<file path="config.mk">
export PLATFORM = sky130hd
export DESIGN_NAME = fetch_stage
export DESIGN_NICKNAME = d
export VERILOG_FILES = /design/src/rtl/fetch_stage_pkg.sv /design/src/rtl/fetch_skid_buffer.sv /design/src/rtl/fetch_stage.sv
export SDC_FILE = /design/constraint.sdc
export NUM_CORES = 1
export LEC_CHECK = 0
export ABC_AREA = 1
export BUFFER_PORTS_ARGS = -buffer_cell sky130_fd_sc_hd__buf_2
export CAP_MARGIN = 25
export CELL_PAD_IN_SITES_DETAIL_PLACEMENT = 1
export CELL_PAD_IN_SITES_GLOBAL_PLACEMENT = 2
export CORE_ASPECT_RATIO = 0.5
export CORE_MARGIN = 2
export CORE_UTILIZATION = 34
export DETAILED_ROUTE_END_ITERATION = 10
export PLACE_DENSITY_LB_ADDON = 0.1
export SYNTH_ARGS = -nofsm -noshare
export SYNTH_HDL_FRONTEND = slang
export SYNTH_HIERARCHICAL = 1
export SYNTH_SLANG_ARGS = --single-unit
</file>
<file path="constraint.sdc">
create_clock -name clk -period 3.91 [get_ports clk]
set_input_delay 0.391 -clock clk [delete_from_list [all_inputs] [get_ports clk]]
set_output_delay 0.391 -clock clk [all_outputs]
set_load 0.005 [all_outputs]
</file>
<file path="src/rtl/fetch_stage_pkg.sv">
// Shared constants and state encoding for the instruction-fetch stage.
package fetch_stage_pkg;

    localparam logic [31:0] FETCH_RESET_PC = 32'h0000_2000;
    localparam logic [31:0] FETCH_NOP      = 32'h0000_0013;

    typedef enum logic [1:0] {
        ST_ISSUE = 2'd0,
        ST_WAIT  = 2'd1,
        ST_DROP  = 2'd2
    } fetch_state_t;

endpackage

</file>
<file path="src/rtl/fetch_skid_buffer.sv">
// One-entry holding register for a fetched {instr, pc} pair that decode could not take.
module fetch_skid_buffer
    import fetch_stage_pkg::*;
#(
    parameter int ADDR_W = 32
) (
    input  logic              clk,
    input  logic              rst_n,
    input  logic              i_load,
    input  logic              i_clear,
    input  logic [31:0]       i_instr,
    input  logic [ADDR_W-1:0] i_pc,
    output logic              o_valid,
    output logic [31:0]       o_instr,
    output logic [ADDR_W-1:0] o_pc
);

    logic              r_valid;
    logic [31:0]       r_instr;
    logic [ADDR_W-1:0] r_pc;

    // Load wins over clear; the parent never asks for both in the same cycle.
    always_ff @(posedge clk or negedge rst_n) begin
        if (!rst_n) begin
            r_valid <= 1'b0;
            r_instr <= FETCH_NOP;
            r_pc    <= '0;
        end else if (i_load) begin
            r_valid <= 1'b1;
            r_instr <= i_instr;
            r_pc    <= i_pc;
        end else if (i_clear) begin
            r_valid <= 1'b0;
        end
    end

    assign o_valid = r_valid;
    assign o_instr = r_instr;
    assign o_pc    = r_pc;

endmodule

</file>
<file path="src/rtl/fetch_stage.sv">
// Instruction-fetch stage: owns the fetch PC, keeps one i-cache request in flight,
// and hands decode one instruction per cycle or a bubble, honouring stall and redirect.
module fetch_stage
    import fetch_stage_pkg::*;
#(
    parameter int                ADDR_W   = 32,
    parameter logic [ADDR_W-1:0] RESET_PC = ADDR_W'(FETCH_RESET_PC)
) (
    input  logic              clk,
    input  logic              rst_n,
    output logic [ADDR_W-1:0] icache_addr,
    output logic              icache_req,
    input  logic              icache_ready,
    input  logic              icache_valid,
    input  logic [31:0]       icache_dout,
    input  logic              stall,
    input  logic              redirect,
    input  logic [ADDR_W-1:0] redirect_pc,
    output logic [31:0]       instr,
    output logic [ADDR_W-1:0] instr_pc,
    output logic              bubble
);

    fetch_state_t      r_state;
    fetch_state_t      w_state_next;
    logic [ADDR_W-1:0] r_pc_fetch;
    logic [ADDR_W-1:0] w_pc_fetch_next;
    logic [ADDR_W-1:0] r_pc_req;
    logic              r_drop;

    logic [31:0]       r_instr;
    logic [ADDR_W-1:0] r_instr_pc;
    logic              r_bubble;

    logic              w_skid_v;
    logic [31:0]       w_skid_instr;
    logic [ADDR_W-1:0] w_skid_pc;
    logic              w_skid_load;
    logic              w_skid_clear;

    logic              w_accept;
    logic              w_resp_in;
    logic              w_deliver;
    logic              w_outstanding;

    // A full skid blocks new requests, which guarantees it can never overflow.
    always_comb begin
        icache_addr   = r_pc_fetch;
        icache_req    = rst_n && (r_state == ST_ISSUE) && !w_skid_v && !redirect;
        w_accept      = icache_req && icache_ready;
        w_resp_in     = icache_valid && !r_drop;
        w_outstanding = (r_state == ST_WAIT) || (r_state == ST_DROP);
        w_deliver     = w_resp_in && (r_state == ST_WAIT) && !redirect;
        w_skid_load   = w_deliver && (stall || w_skid_v);
        w_skid_clear  = redirect || (!stall && w_skid_v);
    end

    always_comb begin
        w_state_next    = r_state;
        w_pc_fetch_next = r_pc_fetch;
        case (r_state)
            ST_ISSUE: begin
                if (w_accept) begin
                    w_state_next    = ST_WAIT;
                    w_pc_fetch_next = r_pc_fetch + ADDR_W'(4);
                end
            end
            ST_WAIT: begin
                if (w_resp_in) w_state_next = ST_ISSUE;
            end
            ST_DROP: begin
                if (w_resp_in) w_state_next = ST_ISSUE;
            end
            default: w_state_next = ST_ISSUE;
        endcase
        // Redirect overrides everything; an in-flight response still owed becomes garbage to drop.
        if (redirect) begin
            w_pc_fetch_next = redirect_pc & ~ADDR_W'(3);
            w_state_next    = (w_outstanding && !w_resp_in) ? ST_DROP : ST_ISSUE;
        end
    end

    always_ff @(posedge clk or negedge rst_n) begin
        if (!rst_n) begin
            r_state    <= ST_ISSUE;
            r_pc_fetch <= RESET_PC;
            r_pc_req   <= RESET_PC;
            r_drop     <= 1'b1;
        end else begin
            r_state    <= w_state_next;
            r_pc_fetch <= w_pc_fetch_next;
            r_drop     <= 1'b0;
            if (w_accept) r_pc_req <= r_pc_fetch;
        end
    end

    always_ff @(posedge clk or negedge rst_n) begin
        if (!rst_n) begin
            r_instr    <= FETCH_NOP;
            r_instr_pc <= RESET_PC;
            r_bubble   <= 1'b1;
        end else if (redirect) begin
            r_bubble <= 1'b1;
        end else if (!stall) begin
            if (w_skid_v) begin
                r_instr    <= w_skid_instr;
                r_instr_pc <= w_skid_pc;
                r_bubble   <= 1'b0;
            end else if (w_deliver) begin
                r_instr    <= icache_dout;
                r_instr_pc <= r_pc_req;
                r_bubble   <= 1'b0;
            end else begin
                r_bubble <= 1'b1;
            end
        end
    end

    fetch_skid_buffer #(
        .ADDR_W (ADDR_W)
    ) u_skid (
        .clk     (clk),
        .rst_n   (rst_n),
        .i_load  (w_skid_load),
        .i_clear (w_skid_clear),
        .i_instr (icache_dout),
        .i_pc    (r_pc_req),
        .o_valid (w_skid_v),
        .o_instr (w_skid_instr),
        .o_pc    (w_skid_pc)
    );

    assign instr    = r_instr;
    assign instr_pc = r_instr_pc;
    assign bubble   = r_bubble;

endmodule
</file>
# Word level (Yosys, flattened, before mapping)
# Cells that the tools add are included.
# classes
add_sub_neg	1
multipliers	0
n_div	0
magnitude_cmp	0
eq_ne	5
shift	0
muxes	18
bitwise	2
reduce_logical	27
# op_table
cell	n
2-to-1 mux 32 bit	7
adder 32 x 3 -> 32 bit, second input constant	1
logical AND 1 bit	10
2-to-1 mux 2 bit	4
nonzero test 2 bit	4
2-to-1 mux 1 bit	6
zero test 1 bit	5
case mux 2 bit (2 select lines)	1
AND reduction 2 bit	2
logical OR 1 bit	3
inequality test 3 x 1 -> 1 bit, second input constant	1
inequality test 3 bit, second input constant	1
AND reduction 3 bit	1
== test 2 x 1 -> 1 bit, second input constant	1
== test 2 bit, second input constant	1
zero test 2 bit	1
inequality test 2 x 1 -> 1 bit, second input constant	1
NOT 1 bit	2
OR reduction 2 bit	1
# word_totals
regBits	197
latchBits	0
mem_bits_rw	0
romBits	0
in_bits	70
wordCells	63
memories	0

# Longest topological paths before layout
# Gate-level depths: netlist of run 1.
# logic_depth
ltp_word	8
depth_mapped	12

# Hierarchy
# The synthesis of run 1 kept the hierarchy.
# modules_own_cells
mod	instances	cells_per_inst	area_each_um2	seq_area_each_um2
fetch_stage	1	911	6610.1	3213.1
fetch_skid_buffer	1	275	2518.7	1630.3

# Worst setup path before layout of run 1
# No wires, ideal clock.
# synth_timing
kind	in2reg
from	in redirect
to	reg u_skid.r_pc[3] (netlist: u_skid/o_pc[3])
arrival_ns	1.543
t_required_ns	3.845
path_slack_ns	2.302
path_stages	7
path_cell_list	buf_2 -> buf_1 -> a211oi_1 -> buf_4 -> clkbuf_8 -> nand2_1 -> nand2_1
# synth_between
elab_chain_cells	3
# synth_lines
item	line_no	text
start, declared	fetch_stage.sv:17	input logic redirect,
zero test 1 bit	fetch_stage.sv:53	w_deliver = w_resp_in && (r_state == ST_WAIT) && !redirect;
logical AND 1 bit	fetch_stage.sv:53	
logical AND 1 bit	fetch_stage.sv:54	w_skid_load = w_deliver && (stall || w_skid_v);
via w_skid_load	fetch_stage.sv:38	logic w_skid_load;
end signal, assigned	fetch_skid_buffer.sv:31	r_pc <= i_pc;
end, declared	fetch_skid_buffer.sv:20	logic [ADDR_W-1:0] r_pc;
# The timed path passes the listed nets, and every way through them passes these cells.
# A chain may end at the register's enable or synchronous reset.

# Worst setup path in the final report of run 1
# layout_timing
from	in rst_n
to	reg r_state[1]
# layout_between
elab_chain_cells	6
# layout_lines
item	line_no	text
start, declared	fetch_stage.sv:10	input logic rst_n,
logical AND 1 bit (3 in a row)	fetch_stage.sv:49	icache_req = rst_n && (r_state == ST_ISSUE) && !w_skid_v && !redirect;
logical AND 1 bit	fetch_stage.sv:50	w_accept = icache_req && icache_ready;
inequality test 3 bit (no line)	n/a	
AND reduction 2 bit (no line)	n/a	
end signal, assigned	fetch_stage.sv:90	r_state <= w_state_next;
end, declared	fetch_stage.sv:24	fetch_state_t r_state;
# No other way between the ends.

==> results of run 1 <==
## final timing paths
path,endpoint,cells after the start
setup reg to reg,r_state[1],9
hold reg to reg,u_skid/o_instr[1],2
hold / removal,u_skid/o_instr[11],3
max in group asynchronous,instr_pc[19],3
setup / recovery,r_state[1],9
min in group asynchronous,instr[12],2
## cells by family (layout without fill, tap and decap cells)
group	Yosys count	count (layout)	synth area share
AO/OA/AOI/OAI	144	144	0.0842
XOR/XNOR	3	3	0.00288
adder cells (fa/ha/maj)	3	3	0.00411
buffers and inverters	174	323	0.0868
flip-flops	193	193	0.531
multiplexers	5	5	0.00548
other	1	5	0.000411
AND/OR/NAND/NOR	663	663	0.286
## worst register-to-register path: cells and delay by family, from the launching register on
kind                       cells  cell delay, ps
AOI/OAI and AO/OA              2             370
adders and majority gates      1             200
DFF                            1             360
buffers and inverters          3             490
and+or+nand+nor                3             870
## cell usage after synthesis (4+ instances only)
cell	number	share of area
a21oi_1	21	0.012
buf_1	6	0.0025
buf_2	23	0.013
buf_4	4	0.0033
buf_6	10	0.012
clkbuf_1	15	0.0062
dfrtp_1	182	0.50
dfstp_2	11	0.032
inv_1	112	0.046
mux2i_1	5	0.0055
nand2_1	529	0.22
nand3_1	35	0.019
nand3b_1	4	0.0033
nand4_1	7	0.0048
nor2_1	69	0.028
nor3_1	12	0.0066
o211ai_1	6	0.0049
o21ai_0	104	0.057
## sequential cells by signal, summed over array words and instances (netlist names)
name	count
bubble	1
icache_addr	30
instr	32
instr_pc	32
r_drop	1
r_pc_req	30
r_state	2
u_skid/o_instr	32
u_skid/o_pc	32
u_skid/o_valid	1
## routing by layer
| metal | wire (um) | vias up |
|---|---|---|
| li1 | - | 3936 |
| met1 | 14000 | 3905 |
| met2 | 12300 | 120 |
| met3 | 940 | 18 |
| met4 | 214 | 0 |
| met5 | 0 | - |
## layout make-up
cell class                      count  area [um^2]
Clock buffer                       20          457
Clock inverter                     12          179
Fill cell                        3322        15600
Inverter                          114          428
Multi-Input combinational cell    823         3530
Sequential cell                   193         4840
Tap cell                          352          440
Timing Repair Buffer              177          970
## report_power, final
| group | leakage [nW] | switching (mW) | internal (mW) |
|---|---|---|---|
| Sequential | 2.36 | 0.584 | 2.85 |
| Combinational | 3.02 | 0.985 | 0.736 |
| Clock | 0.303 | 0.830 | 1.11 |
| Total | 5.69 | 2.40 | 4.69 |
==> impl_metrics.csv, run 1 <==
group,metric,value,unit
critical_path,critPathRequiredTime,4240,ps
critical_path,crit_type,"input port to flop",
synthesis,synth_edf_count,0,
synthesis,netlist_area,9130,um^2
clocking,cts_max_level,4,
timing,max_freq,389,MHz
global_route,grt_overflow_total,0,
timing,slew_viol_final,0,
timing,rsz0062_at_grt,"false",
cells_and_area,layout_common_cells,"nand2_1 (529), dfrtp_1 (181), buf_2 (162)",
global_route,grt_pass1_vias,8265,
timing,skew,10.2,ps
clocking,cts_resized,0,
drt,drc_errors,0,
power,power,7.09,mW
run,max-cap-violations,0,
clocking,cts.sinks,193,
die,io_pins,168,
cells_and_area,fin_cells,1691,
timing,period_share,0.658,
clocking,cts_root_buf,"clkbuf_16",
placed_design,dpl_cell_area,10200,um^2
global_route,grt_antenna_before_repair,0,
cells_and_area,fin_area,10900,um^2
timing,hold_viol,0,
critical_path,worstSetupStartpoint,"rst_n",
hold_path,hold_class,"input port to flop",
global_route,met2_usage,0.324,
cells_and_area,final_common_cell,"nand2_1",
timing,fin_ws,1340,ps
synthesis,syn_avg_cell_area,7.70,um^2
cells_and_area,fin_util,0.411,
drt,drt.antenna.violating_nets,0,
timing,setup_viol,0,
cells_and_area,nNetsFinal,1399,
synthesis,yosysSeqAreaShare,0.531,
placed_design,gp_congestion,0.826,
clocking,cts_buffers,17,
global_route,grtUsageTotal,0.204,
critical_path,r2r-start,"r_state[1]",
clocking,postCtsSetupRepairBufs,0,
die,fp.dieW,236,um
power,peakVddDrop,0.000316,V
critical_path,startpoint_type,"input port",
timing,hold-worst-slack,155,ps
critical_path,reg2reg_slack,1490,ps
clocking,clock_path_buffers,2,
placed_design,dp_slack,1190,ps
global_route,use_met3,0.0414,
cells_and_area,diodes,0,
power,p_leak,5.69,nW
critical_path,cp_slowest_cell,"dlygate4sd3_1",
critical_path,crit_buf_inv,4,
placed_design,hpwl,18200,um
hold_path,hold_path_startpoint,"icache_dout[11]",
synthesis,async_reset_ff_frac,1.00,
timing,min_period,2570,ps
synthesis,synth_seq_cells,193,
clocking,clkLatencyLatePin,460,ps
timing,maxSlewHeadroom,0.334,
drt,vias,7979,
clocking,clkTransAtPathRegs,70,ps
critical_path,worstPathCellList,"dlygate4sd3_1, clkbuf_8, nand2_1, inv_1, nand3_2, nand2_4, inv_1, a21oi_1, o22ai_1",
drt,routed_wirelength,27400,um
critical_path,cpPeakStageDelay,540,ps
status,status,"complete, no violations",
global_route,grt_max_degree,169,
critical_path,cp_top_family,"buffers and inverters",
drt,drt_iter0_drc,477,
synthesis,synth-main-ff-cell,"dfrtp_1",
clocking,cts_tree,"built",
die,core_area,26400,um^2
synthesis,synth_cell_types,36,
cells_and_area,drive_above_1_share,0.171,
drt,via_per_inst,4.72,
die,die_y,120,um
drt,dr.pass1.iters,4,
die,initial_core_util,0.345,
cells_and_area,syn2layout_area_growth,18.9,%
critical_path,cp-end-kind,"flop",
critical_path,crit_fanout,27,
die,dieArea,28300,um^2
critical_path,critical_path_arrival,2910,ps
synthesis,syn_inst,1186,
drt,routedWlPerCell,16.2,um
placed_design,dp_cells,1658,
global_route,grt_pass1_wl,44800,um
clocking,ctsHoldBuffers,1,
timing,tightest_slew,999,ps
global_route,top_usage_layer,"met2",
critical_path,crit_top_cell,"inv_1",
placed_design,portBuffers,163,
synthesis,ys_warn_count,6,
power,power.density,654,nW/um^2
timing,setup_tns,0,ps
global_route,grtUsageMet1,0.290,
die,num_rows,42,
(Power assumes the default switching activity.)
==> run 2: changes to the inputs <==
--- a/config.mk
+++ b/config.mk
@@ -5,14 +5,14 @@
 export SDC_FILE = /design/constraint.sdc
 export NUM_CORES = 1
 export LEC_CHECK = 0
-export ABC_AREA = 1
+export ABC_AREA = 0
 export BUFFER_PORTS_ARGS = -buffer_cell sky130_fd_sc_hd__buf_2
 export CAP_MARGIN = 25
 export CELL_PAD_IN_SITES_DETAIL_PLACEMENT = 1
 export CELL_PAD_IN_SITES_GLOBAL_PLACEMENT = 2
 export CORE_ASPECT_RATIO = 0.5
 export CORE_MARGIN = 2
-export CORE_UTILIZATION = 34
+export CORE_UTILIZATION = 36
 export DETAILED_ROUTE_END_ITERATION = 10
 export PLACE_DENSITY_LB_ADDON = 0.1
 export SYNTH_ARGS = -nofsm -noshare
==> constraint.sdc (replaced) <==
create_clock -name clk -period 2.6 [get_ports clk]
set_input_delay 0.26 -clock clk [delete_from_list [all_inputs] [get_ports clk]]
set_output_delay 0.26 -clock clk [all_outputs]
set_load 0.005 [all_outputs]
==> run 2 against run 1 <==
Effect of this change: sequential share of layout area up 1.3 points; register-to-register slack got worse by 1200 ps; sequential cell count did not move; sequential power rose by 32%; largest cell class unchanged.
==> impl_metrics.csv, run 2 <==
group,metric,value,unit
clocking,cts_tree,"built",
hold_path,hold_class,"input port to flop",
global_route,grt_max_degree,172,
power,power,9.30,mW
timing,setup_tns,0,ps
clocking,cts_max_level,4,
synthesis,ys_warn_count,6,
cells_and_area,fin_util,0.443,
timing,period_share,0.894,
global_route,grt_antenna_before_repair,2,
run,max-cap-violations,0,
placed_design,hpwl,15400,um
drt,routed_wirelength,22700,um
timing,rsz0062_at_grt,"false",
placed_design,dp_cells,1216,
drt,vias,6131,
global_route,grt_overflow_total,0,
clocking,postCtsSetupRepairBufs,0,
die,core_area,23800,um^2
timing,tightest_slew,938,ps
synthesis,synth_commonest_cells,"dfrtp_1 (182), nand2_1 (177), o21ai_0 (78), mux2i_1 (66), mux2_4 (49)",
synthesis,yosysTopAreaCell,"dfrtp_1",
synthesis,yosysMostFrequentCell,"dfrtp_1",
timing,hold-worst-slack,29.8,ps
synthesis,async_reset_ff_frac,1.00,
timing,fin_ws,275,ps
placed_design,dp_slack,300,ps
timing,setup_viol,0,
synthesis,syn_inst,763,
synthesis,synth-main-ff-cell,"dfrtp_1",
cells_and_area,drive_above_1_share,0.321,
cells_and_area,syn2layout_area_growth,21.6,%
synthesis,synth_seq_cells,193,
cells_and_area,fin_cells,1252,
cells_and_area,layout_common_cells,"dfrtp_1 (181), nand2_1 (177), buf_2 (162)",
timing,skew,7.02,ps
timing,min_period,2330,ps
drt,drt_iter0_drc,386,
critical_path,startpoint_type,"flop",
drt,drc_errors,0,
critical_path,crit_fanout,12,
die,fp.dieW,223,um
die,die_y,114,um
die,io_pins,168,
cells_and_area,nNetsFinal,996,
die,initial_core_util,0.364,
cells_and_area,fin_area,10500,um^2
clocking,cts_buffers,17,
timing,max_freq,430,MHz
synthesis,synth_edf_count,0,
timing,hold_viol,0,
global_route,grt_pass1_wl,36900,um
clocking,clock_path_buffers,2,
critical_path,crit_type,"flop to flop",
synthesis,yosysSeqAreaShare,0.559,
placed_design,gp_congestion,0.754,
timing,maxSlewHeadroom,0.372,
placed_design,portBuffers,163,
synthesis,netlist_area,8670,um^2
cells_and_area,final_common_cell,"dfrtp_1",
clocking,clkTransAtPathRegs,70,ps
power,peakVddDrop,0.000409,V
timing,slew_viol_final,0,
cells_and_area,fillers,2637,
clocking,clkLatencyLatePin,440,ps
die,dieArea,25400,um^2
drt,drt.antenna.violating_nets,0,
critical_path,critical_path_arrival,2650,ps
clocking,cts.sinks,193,
placed_design,dpl_cell_area,9870,um^2
drt,dr.pass1.iters,4,
power,power.density,882,nW/um^2
drt,via_per_inst,4.90,
critical_path,critPathRequiredTime,2920,ps
drt,routedWlPerCell,18.1,um
die,num_rows,40,
synthesis,yosysTopAreaCellShare,0.525,
global_route,grt_pass1_vias,6303,
critical_path,cp-end-kind,"flop",
synthesis,synth_area_leaders,"dfrtp_1 (53%), mux2_4 (8.5%), nand2_1 (7.7%)",
power,p_leak,5.04,nW
synthesis,synth_cell_types,61,
synthesis,syn_avg_cell_area,11.4,um^2
global_route,grtUsageTotal,0.189,
status,status,"complete, no violations",
clocking,cts_root_buf,"clkbuf_16",
run 2: cell type report:
cell class | count | area (um^2) | share of cell area
Inverter | 12 | 45.0 | 0.00427
Clock buffer | 24 | 492 | 0.0466
Multi-Input combinational cell | 514 | 3560 | 0.337
Sequential cell | 193 | 4850 | 0.460
Clock inverter | 8 | 149 | 0.0141
Timing Repair Buffer | 185 | 1060 | 0.100
Antenna cell | 1 | 2.50 | 0.000237
Tap cell | 315 | 394 | 0.0374
run 2: worst max-delay path, stage by stage (launching register included):
cell      delay, ps
dfrtp_1         360
inv_1            60
ha_1            230
and4bb_1        250
and2_1          210
nor2_1          720
a21oi_1         100
o221a_2         280
run 2: power by group:
| part | internal [mW] | total [mW] | switching, mW |
|---|---|---|---|
| Combinational | 0.976 | 1.89 | 0.914 |
| Clock | 1.72 | 2.87 | 1.16 |
| Sequential | 3.89 | 4.53 | 0.644 |
| Total | 6.58 | 9.30 | 2.72 |
run 2: routing by layer:
metal	wire length, um	GRT usage
met5	13	0
met4	256	0.0529
met3	802	0.0456
met2	9600	0.269
met1	12000	0.286
run 2: what timing repair did:
item	in CTS	in global routing
hold buffers	3	0
hold endpoints to repair	22	0
gates resized for setup	0	0
run 2: cells by family (layout without fill, tap and decap cells):
family / after synthesis / in the layout / share of synthesized area
xor+xnor: 8 / 8 / 0.00808
compound gates: 124 / 124 / 0.0848
fa+ha+maj: 3 / 3 / 0.00433
flops: 193 / 193 / 0.559
mux: 132 / 132 / 0.183
simple gates: 242 / 242 / 0.127
other cells: 1 / 6 / 0.000432
buf+inv: 60 / 229 / 0.0340
run 2: path summary, 6_finish.rpt:
| check | from | slack [ps] | endpoint | cells after the start |
|---|---|---|---|---|
| min | redirect_pc[11] | 30 | icache_addr[11] | 2 |
| min in group asynchronous | rst_n | 390 | icache_addr[22] | 3 |
| max | r_state[0] | 270 | icache_addr[4] | 7 |
| max in group asynchronous | rst_n | 960 | u_skid/o_instr[12] | 4 |
| min reg2reg | instr[29] | 480 | instr[29] | 2 |
| max reg2reg | r_state[0] | 270 | icache_addr[4] | 7 |
